File: src/rtl/reg_bank.sv
// reg_bank: small register bank with LOAD/CLEAR/INC/DEC and
// bit-serial shifts, one command at a time via i_valid/o_ready.
//
// Parameters:
//   WIDTH     data width of each register and of the data ports
//   NUM_REGS  number of registers (2..32)
//
// Ports:
//   i_clk      clock, all state changes on the rising edge
//   i_reset    asynchronous active-high reset
//   i_valid    command request
//   o_ready    bank can accept a command this cycle
//   i_op       opcode: 0 NOP, 1 LOAD, 2 CLEAR, 3 INC, 4 DEC,
//              5 SHL, 6 SHR (logical), 7 NOP
//   i_addr     target register
//   i_data     LOAD operand
//   i_shamt    shift amount, clamped to WIDTH
//   i_rd_addr  read-port address
//   o_rd_data  read-port data, 0 for addresses >= NUM_REGS
//   o_done     one-cycle completion pulse
//   o_err      one-cycle pulse with o_done for an illegal address
//   o_zero     result==0 of the last modifying command
//   o_carry    wrap/borrow/last shifted-out bit of that command
//
// Build option:
//   REG_BANK_FLAGS_EN  when defined, o_zero/o_carry are live;
//                      otherwise both are tied to 0.

module reg_bank #(
  parameter int WIDTH = 24,
  parameter int NUM_REGS = 8,
  localparam int ADDR_W = $clog2(NUM_REGS),
  localparam int SH_W = $clog2(WIDTH) + 1
) (
  input  logic              i_clk,
  input  logic              i_reset,
  input  logic              i_valid,
  output logic              o_ready,
  input  logic [2:0]        i_op,
  input  logic [ADDR_W-1:0] i_addr,
  input  logic [WIDTH-1:0]  i_data,
  input  logic [SH_W-1:0]   i_shamt,
  input  logic [ADDR_W-1:0] i_rd_addr,
  output logic [WIDTH-1:0]  o_rd_data,
  output logic              o_done,
  output logic              o_err,
  output logic              o_zero,
  output logic              o_carry
);

  localparam logic [2:0] OP_NOP = 3'd0;
  localparam logic [2:0] OP_LOAD = 3'd1;
  localparam logic [2:0] OP_CLEAR = 3'd2;
  localparam logic [2:0] OP_INC = 3'd3;
  localparam logic [2:0] OP_DEC = 3'd4;
  localparam logic [2:0] OP_SHL = 3'd5;
  localparam logic [2:0] OP_SHR = 3'd6;
  localparam logic [2:0] OP_RSV = 3'd7;

  typedef enum logic {
    S_IDLE,
    S_SHIFT
  } state_t;

  state_t state_q, state_d;

  logic [WIDTH-1:0]  regs [NUM_REGS];
  logic [SH_W-1:0]   cnt_q, cnt_d;
  logic [ADDR_W-1:0] tgt_q, tgt_d;
  logic              left_q, left_d;
  logic              done_q, done_d;
  logic              err_q, err_d;

  logic              wr_en;
  logic [ADDR_W-1:0] wr_addr;
  logic [WIDTH-1:0]  wr_val;

  logic              cmd_ok;
  logic              rd_ok;
  logic [WIDTH-1:0]  cur;
  logic [WIDTH-1:0]  sh_cur;

  // Address legality: only a non-power-of-two bank has holes.
  if (NUM_REGS == (1 << ADDR_W)) begin : g_full
    assign cmd_ok = 1'b1;
    assign rd_ok  = 1'b1;
  end else begin : g_partial
    localparam logic [ADDR_W:0] NREG = (ADDR_W + 1)'(NUM_REGS);
    assign cmd_ok = {1'b0, i_addr} < NREG;
    assign rd_ok  = {1'b0, i_rd_addr} < NREG;
  end

  assign cur       = cmd_ok ? regs[i_addr] : '0;
  assign sh_cur    = regs[tgt_q];
  assign o_rd_data = rd_ok ? regs[i_rd_addr] : '0;
  assign o_ready   = (state_q == S_IDLE);
  assign o_done    = done_q;
  assign o_err     = err_q;

  always_comb begin
    state_d = state_q;
    cnt_d   = cnt_q;
    tgt_d   = tgt_q;
    left_d  = left_q;
    done_d  = 1'b0;
    err_d   = 1'b0;
    wr_en   = 1'b0;
    wr_addr = i_addr;
    wr_val  = '0;
    unique case (state_q)
      S_IDLE: begin
        if (i_valid) begin
          done_d = 1'b1;
          if (!cmd_ok) begin
            err_d = 1'b1;
          end else begin
            unique case (i_op)
              OP_LOAD: begin
                wr_en  = 1'b1;
                wr_val = i_data;
              end
              OP_CLEAR: begin
                wr_en  = 1'b1;
                wr_val = '0;
              end
              OP_INC: begin
                wr_en  = 1'b1;
                wr_val = cur + WIDTH'(1);
              end
              OP_DEC: begin
                wr_en  = 1'b1;
                wr_val = cur - WIDTH'(1);
              end
              OP_SHL, OP_SHR: begin
                if (i_shamt == '0) begin
                  // zero shift completes like a write-back of itself
                  wr_en  = 1'b1;
                  wr_val = cur;
                end else begin
                  done_d  = 1'b0;
                  state_d = S_SHIFT;
                  tgt_d   = i_addr;
                  left_d  = (i_op == OP_SHL);
                  cnt_d   = (i_shamt > SH_W'(WIDTH))
                          ? SH_W'(WIDTH) : i_shamt;
                end
              end
              OP_NOP, OP_RSV: begin
              end
            endcase
          end
        end
      end
      S_SHIFT: begin
        wr_en   = 1'b1;
        wr_addr = tgt_q;
        wr_val  = left_q ? (sh_cur << 1) : (sh_cur >> 1);
        cnt_d   = cnt_q - SH_W'(1);
        if (cnt_q == SH_W'(1)) begin
          state_d = S_IDLE;
          done_d  = 1'b1;
        end
      end
    endcase
  end

  always_ff @(posedge i_clk or posedge i_reset) begin
    if (i_reset) begin
      state_q <= S_IDLE;
      cnt_q   <= '0;
      tgt_q   <= '0;
      left_q  <= 1'b0;
      done_q  <= 1'b0;
      err_q   <= 1'b0;
    end else begin
      state_q <= state_d;
      cnt_q   <= cnt_d;
      tgt_q   <= tgt_d;
      left_q  <= left_d;
      done_q  <= done_d;
      err_q   <= err_d;
    end
  end

  always_ff @(posedge i_clk or posedge i_reset) begin
    if (i_reset) begin
      for (int i = 0; i < NUM_REGS; i++) begin
        regs[i] <= '0;
      end
    end else if (wr_en) begin
      regs[wr_addr] <= wr_val;
    end
  end

`ifdef REG_BANK_FLAGS_EN
  logic fl_en;
  logic carry_d;
  logic zero_q;
  logic carry_q;

  // Flags move only when a modifying command completes: any
  // idle-state write, or the final step of a serial shift.
  assign fl_en = wr_en
               && (state_q == S_IDLE || cnt_q == SH_W'(1));

  always_comb begin
    carry_d = 1'b0;
    if (state_q == S_SHIFT) begin
      carry_d = left_q ? sh_cur[WIDTH-1] : sh_cur[0];
    end else if (i_op == OP_INC) begin
      carry_d = &cur;
    end else if (i_op == OP_DEC) begin
      carry_d = ~|cur;
    end
  end

  always_ff @(posedge i_clk or posedge i_reset) begin
    if (i_reset) begin
      zero_q  <= 1'b0;
      carry_q <= 1'b0;
    end else if (fl_en) begin
      zero_q  <= ~|wr_val;
      carry_q <= carry_d;
    end
  end

  assign o_zero  = zero_q;
  assign o_carry = carry_q;
`else
  assign o_zero  = 1'b0;
  assign o_carry = 1'b0;
`endif

endmodule

File: config.mk
export PLATFORM = sky130hd
export DESIGN_NAME = reg_bank
export DESIGN_NICKNAME = d
export VERILOG_FILES = /design/src/rtl/reg_bank.sv
export SDC_FILE = /design/constraint.sdc
export NUM_CORES = 1
export LEC_CHECK = 0
export ABC_AREA = 1
export BUFFER_PORTS_ARGS = -buffer_cell sky130_fd_sc_hd__buf_4
export CAP_MARGIN = 30
export CELL_PAD_IN_SITES_DETAIL_PLACEMENT = 0
export CELL_PAD_IN_SITES_GLOBAL_PLACEMENT = 1
export CORE_MARGIN = 2
export CORE_UTILIZATION = 48
export DETAILED_ROUTE_END_ITERATION = 10
export GPL_TIMING_DRIVEN = 1
export PLACE_DENSITY = 0.95
export SKIP_CTS_REPAIR_TIMING = 1
export SYNTH_ARGS = -nofsm -noshare
export SYNTH_HDL_FRONTEND = slang
export SYNTH_SLANG_ARGS = --single-unit
export TNS_END_PERCENT = 50
File: constraint.sdc
create_clock -name i_clk -period 11.01 [get_ports i_clk]
set_input_delay 1.101 -clock i_clk [delete_from_list [all_inputs] [get_ports i_clk]]
set_output_delay 1.101 -clock i_clk [all_outputs]
set_load 0.01 [all_outputs]
==> results_dict.tcl <==
set metrics [dict create \
    yosysMostFrequentCell "nand2_1" \
    h-tree-depth 1 \
    hp-class "flip-flop to flip-flop" \
    synth_top_family_by_area "simple AND/OR/NAND/NOR gates" \
    grt_max_degree 135 \
    place_ws_ns 6.00 \
    synthSimpleGateAreaFrac 0.290 \
    grt-ovfl-total 0 \
    nets 2421 \
    start_kind "primary input" \
    drt_iter0_markers 2319 \
    path_cells "buf_4 > inv_2 > a21oi_1 > o21ai_0 > nand2_1 > nor2_1 > a31oi_1 > ha_1 > nand2_1 > o21ai_2 > nand2_1 > nand2_1 > inv_1 > o21ai_1 > nand3_1 > nand3b_1 > nand3_1 > nand2_1 > nand2_1 > nand2_2 > nand2_1 > nand2_1" \
    ys_warn_count 0 \
    port_buffers 67 \
    crit_path_start "i_addr[1]" \
    dp_hpwl_um 34500 \
    grt_pass1_vias 15600 \
    cp-end-kind "flip-flop" \
    antenna_found_initial 0 \
    path_class "primary input to flip-flop" \
    syn_avg_cell_area_um2 6.37 \
    p_comb_frac 0.535 \
    finalWeightedCongestion 0.933 \
    synthAdderAreaFrac 0.0211 \
    synthMuxAreaShare 0 \
    wl_per_cell_um 20.6 \
    max_freq_mhz 214 \
    n_antenna_cell 0 \
    rsz0062_at_grt "no" \
    cts_tree "yes" \
    grt_use_total 0.345 \
    grt_first_pass_wirelength_um 89100 \
    cp_data_required_time_ns 11.49 \
    synth-compound-area-share 0.260 \
    cp_data_arrival_time_ns 5.14 \
    crit_slowest_cell "inv_2" \
    num_rows 65 \
    n_fill_cell 3187 \
    p_sw_frac 0.511 \
    synthToLayoutAreaGrowth_pct 9.43 \
    die_w_um 182 \
    crit_path_frequent_cell "nand2_1" \
    p_int_uw 2320 \
    fin_ws_ns 6.35 \
    synth_seq_cells 204 \
    first_pass_iters 6 \
    yosysSeqAreaShare 0.336 \
    tightest_slew_ns 1.12 \
    cts.sinks 204 \
    vias_per_cell 6.06 \
    synth.distinct_cells 46 \
    crit_family "simple AND/OR/NAND/NOR gates" \
    synth_xor_area_frac 0 \
    maxCapViolations 0 \
    dieArea_um2 33100 \
    p_sw_uw 2430 \
    reg2regPathDepth 21 \
    synthFlopType "dfrtp_1" \
    slowest_delay_ns 0.49 \
    clk_pin_slew_ns 0.06 \
    initial_core_util 0.485 \
    slew_headroom 0.250 \
    totalWireLength_um 57000 \
    cts_made_buffers 25 \
    leakagePower_uw 0.00799 \
    tns_ns 0 \
    maxSlewViolCount 0 \
    postRouteAntennaNets 0 \
    post-route-min-period_ns 4.66 \
    coreArea_um2 31300 \
    seqPwrFrac 0.285 \
    vdd_ir_drop_max_mv 0.241 \
    drive_gt1_frac 0.0852 \
    vias 16800 \
    drt_drc_violations_left 0 \
    synth_top_cell_area_share 0.336 \
    clk_path_buf_depth 3 \
    yosys.area.top_type "dfrtp_1" \
    finalCritPeriodShare 0.424 \
    worst-path-buf-inv 3 \
    finalSetupViolCount 0 \
    skew_ns 0.0114 \
    async_flop_share 1.00 \
    synth_area_um2 15200 \
    worstReg2RegEnd "regs[160]" \
    worstPathMaxFanout 34 \
    netlist_top_cells_count "nand2_1 (833), o21ai_0 (357), a21oi_1 (212), dfrtp_1 (204), inv_1 (168)" \
    insertion_delay_ns 0.54 \
    hold_viol_final 0 \
    synth_edf_count 0 \
    regToRegSetupSlack_ns 7.56 \
    die_y_um 182 \
    clkPwrFrac 0.180 \
    power_per_cell_area_nw_per_um2 286 \
    critPathCapture "regs[160]" \
    r2r-start "regs[0]" \
    cp_num_cells 22 \
    synth_area_leaders "dfrtp_1 (34%), nand2_1 (21%), o21ai_0 (12%)" \
    root_buffer "clkbuf_16" \
    run_status "complete, no violations" \
    io_pins 71 \
    syn_inst 2384 \
]
how the worst min path moves through the flow:
stage	cells past startpoint	start	endpoint	slack (ns)
4_1_cts	2	regs[160]	regs[160]	0.48
3_3_place_gp	2	regs[159]	regs[159]	0.46
2_1_floorplan	2	regs[110]	regs[110]	0.45
3_5_place_dp	2	regs[159]	regs[159]	0.47
6_report	2	regs[152]	regs[152]	0.48
5_1_grt	2	regs[164]	regs[164]	0.50
metal layers:
layer	track usage	vias to the layer above	wire [um]
met5	0	-	0
met4	0.188	0	3510
met3	0.0594	245	6570
met2	0.540	1043	25000
met1	0.457	7728	22000
li1	-	7797	-
power by group through the flow:
stage | Sequential, uW | Clock (uW) | Combinational, uW
final | 1350 | 856 | 2540
after global routing | 1390 | 892 | 2810
after CTS | 1340 | 861 | 2480
after detailed placement | 1350 | 0 | 2470
after global placement | 1340 | 0 | 2400
after floorplan | 1240 | 0 | 1770
stage by stage:
step | hold slack (ns) | cells | area [um2] | power [uW] | util
3_3_place_gp | 0.463 | 2727 | 15700 | 3740 | 0.502
6_report | 0.479 | 2774 | 16600 | 4750 | 0.530
5_1_grt | 0.497 | 2774 | 16600 | 5090 | 0.530
3_5_place_dp | 0.465 | 2728 | 15700 | 3820 | 0.503
2_1_floorplan | 0.449 | 2386 | 15200 | 3010 | -
4_1_cts | 0.481 | 2773 | 16600 | 4680 | 0.530
area by class of cell:
type	instances	area, um2	area share
clock inverter	10	134	0.00806
multi-input combinational	1841	8690	0.523
inverter	186	708	0.0426
timing repair buffer	96	761	0.0458
tap	402	503	0.0303
clock buffer	35	703	0.0423
sequential	204	5110	0.308
cell families (layout without fill, tap and decap cells):
family	after synthesis	in the layout
simple gates	1081	1081
compound gates	732	732
buf+inv	341	327
flops	204	204
fa+ha+maj	25	25
other cells	1	3
registers in the layout, summed over array words and instances (netlist names):
register	cells
tgt_q	3
left_q	1
state_q	1
regs	192
cnt_q	6
o_done	1
tightest hold or removal path: stages (launching register included):
cell     delay (ns)
dfrtp_1        0.34
nand2_1        0.05
nand2_1        0.06
layout by cell type, fill, tap and decap left out, types with 3 or more instances in the layout:
cell type,n
a21oi_1,211
a22o_1,4
a31oi_1,57
buf_4,94
bufinv_16,3
clkbuf_1,6
clkbuf_16,25
clkbuf_8,4
clkinv_1,3
clkinv_2,4
conb_1,3
dfrtp_1,202
ha_1,24
inv_1,164
inv_2,17
nand2_1,833
nand2_2,14
nand3_1,60
nand3_2,12
nand3b_1,3
nand4_1,4
nor2_1,131
nor3_1,8
nor3_4,8
o211ai_1,46
o21a_1,4
o21ai_0,357
o21ai_1,30
o21bai_1,6
o22ai_1,5
Note: power is estimated with default switching activity, not from simulation.
